==> src/rtl/reg_scoreboard_if.sv <==
// ============================================================================
// Module      : reg_scoreboard_if
// Description : Decode/writeback signal bundle between the pipeline and the
//               register scoreboard.
// Revision    : 1.0 - initial release
// ============================================================================
`default_nettype none

interface reg_scoreboard_if #(
  parameter int REG_PTR_SIZE = 4
);
  logic                    D_issue_valid;
  logic [REG_PTR_SIZE-1:0] D_src_ptr_0;
  logic [REG_PTR_SIZE-1:0] D_src_ptr_1;
  logic [REG_PTR_SIZE-1:0] D_src_ptr_2;
  logic [2:0]              D_src_used;
  logic                    D_wr_valid;
  logic [REG_PTR_SIZE-1:0] D_wr_ptr;
  logic                    W_wr_valid;
  logic [REG_PTR_SIZE-1:0] W_wr_ptr;
  logic                    D_stall;
  logic                    D_issue_accept;

  // Pipeline side: drives decode/writeback info, receives the hold.
  modport master (
    output D_issue_valid, D_src_ptr_0, D_src_ptr_1, D_src_ptr_2, D_src_used,
    output D_wr_valid, D_wr_ptr, W_wr_valid, W_wr_ptr,
    input  D_stall, D_issue_accept
  );

  modport slave (
    input  D_issue_valid, D_src_ptr_0, D_src_ptr_1, D_src_ptr_2, D_src_used,
    input  D_wr_valid, D_wr_ptr, W_wr_valid, W_wr_ptr,
    output D_stall, D_issue_accept
  );
endinterface

`default_nettype wire

==> src/rtl/reg_scoreboard.sv <==
// ============================================================================
// Module      : reg_scoreboard
// Description : Per-register in-flight write counters that hold decode on
//               RAW hazards and destination-count saturation.
// Revision    : 1.0 - initial release
// ============================================================================
`default_nettype none

module reg_scoreboard #(
  parameter int REG_COUNT      = 16,
  parameter int REG_PTR_SIZE   = 4,
  parameter int CNT_SIZE       = 2,
  parameter int STALL_CNT_SIZE = 16
) (
  input  wire logic                      clk,
  input  wire logic                      reset_SB,
  input  wire logic                      flush,
  reg_scoreboard_if.slave                sb_if,
  output logic                           idle,
  output logic                           underflow_err,
  output logic [STALL_CNT_SIZE-1:0]      stall_cycles
);

  localparam int                        C_VIEW_SIZE = 2 ** REG_PTR_SIZE;
  localparam logic [CNT_SIZE-1:0]       C_CNT_MAX   = '1;
  localparam logic [STALL_CNT_SIZE-1:0] C_STALL_MAX = '1;

  logic [CNT_SIZE-1:0]       cnt_q [REG_COUNT];
  logic [CNT_SIZE-1:0]       cnt_d [REG_COUNT];
  logic                      idle_q;
  logic                      idle_d;
  logic                      underflow_q;
  logic                      underflow_d;
  logic [STALL_CNT_SIZE-1:0] stall_cnt_q;
  logic [STALL_CNT_SIZE-1:0] stall_cnt_d;

  logic [CNT_SIZE-1:0]       w_cnt_view [C_VIEW_SIZE];
  logic [REG_COUNT-1:0]      w_inc;
  logic [REG_COUNT-1:0]      w_dec;
  logic [2:0]                w_src_busy;
  logic                      w_src_hazard;
  logic                      w_dst_sat;
  logic                      w_stall;
  logic                      w_accept;

  // Pointers beyond REG_COUNT see a constant zero count, so they never hazard.
  generate
    for (genvar gi = 0; gi < C_VIEW_SIZE; gi++) begin : g_view
      if (gi < REG_COUNT) begin : g_real
        assign w_cnt_view[gi] = cnt_q[gi];
      end else begin : g_pad
        assign w_cnt_view[gi] = '0;
      end
    end
  endgenerate

  assign w_src_busy[0] = (w_cnt_view[sb_if.D_src_ptr_0] != '0);
  assign w_src_busy[1] = (w_cnt_view[sb_if.D_src_ptr_1] != '0);
  assign w_src_busy[2] = (w_cnt_view[sb_if.D_src_ptr_2] != '0);
  assign w_src_hazard  = |(sb_if.D_src_used & w_src_busy);
  assign w_dst_sat     = sb_if.D_wr_valid & (w_cnt_view[sb_if.D_wr_ptr] == C_CNT_MAX);

  // Counts are pre-update: a same-cycle writeback does not release the hold.
  assign w_stall  = sb_if.D_issue_valid & (w_src_hazard | w_dst_sat);
  assign w_accept = sb_if.D_issue_valid & ~w_stall;

  assign sb_if.D_stall        = w_stall;
  assign sb_if.D_issue_accept = w_accept;

  generate
    for (genvar gi = 0; gi < REG_COUNT; gi++) begin : g_match
      assign w_inc[gi] = w_accept & sb_if.D_wr_valid &
                         (sb_if.D_wr_ptr == REG_PTR_SIZE'(gi));
      assign w_dec[gi] = sb_if.W_wr_valid & (sb_if.W_wr_ptr == REG_PTR_SIZE'(gi));
    end
  endgenerate

  always_comb begin
    underflow_d = underflow_q;
    for (int i = 0; i < REG_COUNT; i++) begin
      cnt_d[i] = cnt_q[i];
      if (flush) begin
        cnt_d[i] = '0;
      end else if (w_inc[i] && !w_dec[i]) begin
        cnt_d[i] = cnt_q[i] + CNT_SIZE'(1);
      end else if (w_dec[i] && !w_inc[i]) begin
        if (cnt_q[i] != '0) begin
          cnt_d[i] = cnt_q[i] - CNT_SIZE'(1);
        end else begin
          underflow_d = 1'b1;
        end
      end
    end
  end

  always_comb begin
    idle_d = 1'b1;
    for (int i = 0; i < REG_COUNT; i++) begin
      if (cnt_d[i] != '0) begin
        idle_d = 1'b0;
      end
    end
  end

  always_comb begin
    stall_cnt_d = stall_cnt_q;
    if (w_stall && (stall_cnt_q != C_STALL_MAX)) begin
      stall_cnt_d = stall_cnt_q + STALL_CNT_SIZE'(1);
    end
  end

  always_ff @(posedge clk) begin
    if (reset_SB) begin
      for (int i = 0; i < REG_COUNT; i++) begin
        cnt_q[i] <= '0;
      end
      idle_q      <= 1'b1;
      underflow_q <= 1'b0;
      stall_cnt_q <= '0;
    end else begin
      for (int i = 0; i < REG_COUNT; i++) begin
        cnt_q[i] <= cnt_d[i];
      end
      idle_q      <= idle_d;
      underflow_q <= underflow_d;
      stall_cnt_q <= stall_cnt_d;
    end
  end

  assign idle          = idle_q;
  assign underflow_err = underflow_q;
  assign stall_cycles  = stall_cnt_q;

endmodule

`default_nettype wire
==> src/flat_wrapper.sv <==
// flat-port wrapper written by rule: the top's interface ports become plain ports
module reg_scoreboard_flat 
#(
  parameter int REG_COUNT      = 16,
  parameter int REG_PTR_SIZE   = 4,
  parameter int CNT_SIZE       = 2,
  parameter int STALL_CNT_SIZE = 16
)
  (clk, reset_SB, flush, idle, underflow_err, stall_cycles, sb_if_D_issue_valid, sb_if_D_src_ptr_0, sb_if_D_src_ptr_1, sb_if_D_src_ptr_2, sb_if_D_src_used, sb_if_D_wr_valid, sb_if_D_wr_ptr, sb_if_W_wr_valid, sb_if_W_wr_ptr, sb_if_D_stall, sb_if_D_issue_accept);
  reg_scoreboard_if #(.REG_PTR_SIZE(REG_PTR_SIZE)) sb_if_i ();
  input  wire logic clk;
  input  wire logic reset_SB;
  input  wire logic flush;
  output logic idle;
  output logic underflow_err;
  output logic [STALL_CNT_SIZE-1:0] stall_cycles;
  input wire logic [$bits(sb_if_i.D_issue_valid)-1:0] sb_if_D_issue_valid;
  input wire logic [$bits(sb_if_i.D_src_ptr_0)-1:0] sb_if_D_src_ptr_0;
  input wire logic [$bits(sb_if_i.D_src_ptr_1)-1:0] sb_if_D_src_ptr_1;
  input wire logic [$bits(sb_if_i.D_src_ptr_2)-1:0] sb_if_D_src_ptr_2;
  input wire logic [$bits(sb_if_i.D_src_used)-1:0] sb_if_D_src_used;
  input wire logic [$bits(sb_if_i.D_wr_valid)-1:0] sb_if_D_wr_valid;
  input wire logic [$bits(sb_if_i.D_wr_ptr)-1:0] sb_if_D_wr_ptr;
  input wire logic [$bits(sb_if_i.W_wr_valid)-1:0] sb_if_W_wr_valid;
  input wire logic [$bits(sb_if_i.W_wr_ptr)-1:0] sb_if_W_wr_ptr;
  output wire logic [$bits(sb_if_i.D_stall)-1:0] sb_if_D_stall;
  output wire logic [$bits(sb_if_i.D_issue_accept)-1:0] sb_if_D_issue_accept;
  assign sb_if_i.D_issue_valid = sb_if_D_issue_valid;
  assign sb_if_i.D_src_ptr_0 = sb_if_D_src_ptr_0;
  assign sb_if_i.D_src_ptr_1 = sb_if_D_src_ptr_1;
  assign sb_if_i.D_src_ptr_2 = sb_if_D_src_ptr_2;
  assign sb_if_i.D_src_used = sb_if_D_src_used;
  assign sb_if_i.D_wr_valid = sb_if_D_wr_valid;
  assign sb_if_i.D_wr_ptr = sb_if_D_wr_ptr;
  assign sb_if_i.W_wr_valid = sb_if_W_wr_valid;
  assign sb_if_i.W_wr_ptr = sb_if_W_wr_ptr;
  assign sb_if_D_stall = sb_if_i.D_stall;
  assign sb_if_D_issue_accept = sb_if_i.D_issue_accept;
  reg_scoreboard #(.REG_COUNT(REG_COUNT), .REG_PTR_SIZE(REG_PTR_SIZE), .CNT_SIZE(CNT_SIZE), .STALL_CNT_SIZE(STALL_CNT_SIZE)) u_core (.clk(clk), .reset_SB(reset_SB), .flush(flush), .sb_if(sb_if_i), .idle(idle), .underflow_err(underflow_err), .stall_cycles(stall_cycles));
endmodule
==> config.mk <==
export PLATFORM = sky130hd
export DESIGN_NAME = reg_scoreboard_flat
export DESIGN_NICKNAME = d
export VERILOG_FILES = /design/src/rtl/reg_scoreboard_if.sv /design/src/rtl/reg_scoreboard.sv /design/src/flat_wrapper.sv
export SDC_FILE = /design/constraint.sdc
export NUM_CORES = 1
export LEC_CHECK = 0
export CAP_MARGIN = 20
export CORE_MARGIN = 2
export CORE_UTILIZATION = 62
export CTS_CLUSTER_SIZE = 10
export DETAILED_ROUTE_END_ITERATION = 8
export PLACE_DENSITY = 0.9
export SLEW_MARGIN = 20
export SYNTH_ARGS = -nofsm -noshare
export SYNTH_HDL_FRONTEND = slang
export SYNTH_SLANG_ARGS = --single-unit
==> constraint.sdc <==
create_clock -name clk -period 10.65 [get_ports clk]
set_clock_uncertainty 0.1 [all_clocks]
set_input_delay 1.5975 -clock clk [delete_from_list [all_inputs] [get_ports clk]]
set_output_delay 1.5975 -clock clk [all_outputs]
set_load 0.02 [all_outputs]
==> flow_metrics.tcl <==
set metrics [dict create \
    finalSetupTns_ps 0 \
    wirelength_microns 14000 \
    portBuffers 48 \
    cts-buffers-inserted 5 \
    synthFlopType "dfxtp_1" \
    clk_latency_ps 320 \
    crit_path_end_kind "output pin" \
    vdd_drop_max_v 0.0000916 \
    hold_violations 0 \
    drtAntennaViolNets 0 \
    layout_common_cells "nor2_1 (80), dfxtp_1 (50), ha_1 (49)" \
    grt_max_degree 27 \
    worstSetupPathType "primary input to output pin" \
    core_region_area_sq_um 7180 \
    grt_pass1_vias 4146 \
    ys_seq_area_share_pct 22.1 \
    ctsHoldBuffers 0 \
    drc 0 \
    period_share_pct 63.2 \
    fin_crit_ps 6730 \
    avgViaCountPerCell 6.60 \
    synth_edf_count 0 \
    wire_per_inst_microns 20.3 \
    num-fill-cells 549 \
    drive_gt1_share_pct 7.64 \
    dr.pass1.iters 5 \
    synth_top_family_by_area "simple AND/OR/NAND/NOR gates" \
    num-nets-final 666 \
    critPathRequiredTime_ps 8950 \
    synth-seq-cells 50 \
    initial_utilization_pct 63.1 \
    p_clk_share_pct 31.3 \
    rows 31 \
    drtIter0Drc 401 \
    clk_pin_slew_ps 110 \
    place_inst 680 \
    synth_fa_ha_area_share_pct 13.6 \
    cts_resized 0 \
    syn_inst 552 \
    worst_pin_slew_ps 887 \
    dp_slack_ps 3980 \
    die_height_microns 89.4 \
    clock_path_buffers 2 \
    cts_tree "yes" \
    synthSimpleGateAreaFrac_pct 28.2 \
    ys_warn_count 0 \
    h-tree-depth 2 \
    timing.final.ws_setup_ps 3920 \
    path_max_fanout 16 \
    slew-limit-headroom_pct 40.7 \
    maxCapViolations 0 \
    drv_slew 0 \
    grt_pass1_wl_microns 20700 \
    stdcell_count 688 \
    synthMuxAreaShare_pct 9.87 \
    critPathArrivalTime_ps 5030 \
    layout_commonest_cell "nor2_1" \
    track_usage_pct 34.9 \
    dp_hpwl_microns 10900 \
    avgSynthCellArea_sq_um 8.20 \
    p_leak_nw 1.96 \
    internal-power_w 0.000272 \
    seq_power_share_pct 48.5 \
    synth_area_sq_um 4520 \
    power_frac_comb_pct 20.3 \
    antenna_found_initial 0 \
    fmax_mhz 149 \
    p_per_area_nw_per_um2 77.1 \
    post_cts_buffers 0 \
    swShare_pct 31.6 \
    rsz0062_at_grt "false" \
    grt.overflow.total 0 \
    async_flop_share_pct 0 \
    clock_sinks 50 \
    die_w_microns 89.4 \
    place_congestion 1.07 \
    synth-compound-area-share_pct 16.8 \
    syn_to_final_growth_pct 13.9 \
    boundaryPins 49 \
    min_path_type "flip-flop to flip-flop" \
    antenna_cells 0 \
    dieArea_sq_um 8000 \
    setup_violations 0 \
    cp-start-kind "primary input" \
    p_switching_w 0.000125 \
    vias 4538 \
    syn_nets 630 \
    cts-root-buf "clkbuf_8" \
    ys_types 65 \
    status "completed" \
    synth_xor_area_share_pct 4.07 \
]
[flip-flops by register name, summed over array words and instances (netlist names)]
| name | count |
|---|---|
| u_core.stall_cycles | 16 |
| u_core.cnt_q | 32 |
| u_core.idle | 1 |
| u_core.underflow_err | 1 |
[layer usage]
metal	share of wire, %	vias to the layer above	global-route usage, %
met5	0	-	0
met4	5.2	0	18.9
met3	9.3	53	6.46
met2	47	246	57.3
met1	38	2160	43.3
li1	-	2079	-
[path summary, 6_finish.rpt]
path	cells past startpoint	end	start	slack [ps]
worst max-delay path	8	sb_if_D_stall	sb_if_D_wr_ptr[1]	3920
worst min-delay path	2	u_core.underflow_err$_SDFF_PP0_	u_core.underflow_err$_SDFF_PP0_	360
worst max register to register	10	u_core.idle$_SDFF_PP1_	u_core.cnt_q[1][4]$_SDFF_PP0_	6150
worst min register to register	2	u_core.underflow_err$_SDFF_PP0_	u_core.underflow_err$_SDFF_PP0_	360
[power by group through the flow]
stage,Sequential (W),Combinational (W),Clock (W)
6_report,0.000193,0.0000805,0.000124
5_1_grt,0.000193,0.0000856,0.000130
4_1_cts,0.000192,0.0000787,0.000123
3_5_place_dp,0.000197,0.0000782,0
3_3_place_gp,0.000196,0.0000762,0
2_1_floorplan,0.000197,0.0000475,0
[per-stage QoR]
stage               utilization (%)  hold WS (ps)  total power [W]  cell area (sq um)
CTS                            71.8           362         0.000394               5150
global placement               70.4           338         0.000273               5050
global route                   71.8           397         0.000408               5150
detailed placement             70.4           343         0.000275               5050
floorplan                         -           422         0.000245               4520
finish                         71.8           356         0.000397               5150
[synth_stat cells, drive strengths merged (5+ instances only)]
cell,number,area [sq um]
a21oi,9,45.0
a221oi,5,43.8
a31o,5,43.8
and3,9,56.3
clkbuf,17,63.8
dfxtp,50,1000
ha,49,613
inv,45,169
mux4,18,405
nand2,44,165
nand2b,12,75.1
nand3,18,103
nand4,20,125
nor2,80,300
nor2b,7,43.8
nor3,13,65.1
nor4,5,31.3
o211ai,6,45.0
o21ai,8,51.3
o221ai,8,70.1
or2,15,93.8
or3,12,75.1
xnor2,11,96.3
xor2,10,87.6
[area by class of cell]
cell class,instances,area (sq um),area share [%]
multi-input cells,438,3280,63.7
well taps,99,124,2.40
clock buffers,5,68.8,1.34
clock inverters,3,28.8,0.559
flip-flops and latches,50,1000,19.4
inverters,45,169,3.28
repair buffers,48,480,9.32
[critical path: stages]
cell and delay [ps]:
clkdlybuf4s50_1 880, mux4_2 590, o211a_1 230, a22o_1 250
o21ai_4 270, and3_1 510, nor2_1 120, clkdlybuf4s50_1 560
[cell families (layout without fill, tap and decap cells)]
kind of cell | count (synthesis) | after routing
compound gates | 93 | 93
buf+inv | 64 | 101
mux | 22 | 22
fa+ha+maj | 49 | 49
flops | 50 | 50
simple gates | 253 | 253
xor+xnor | 21 | 21
Power figures use the tool's default switching activity.
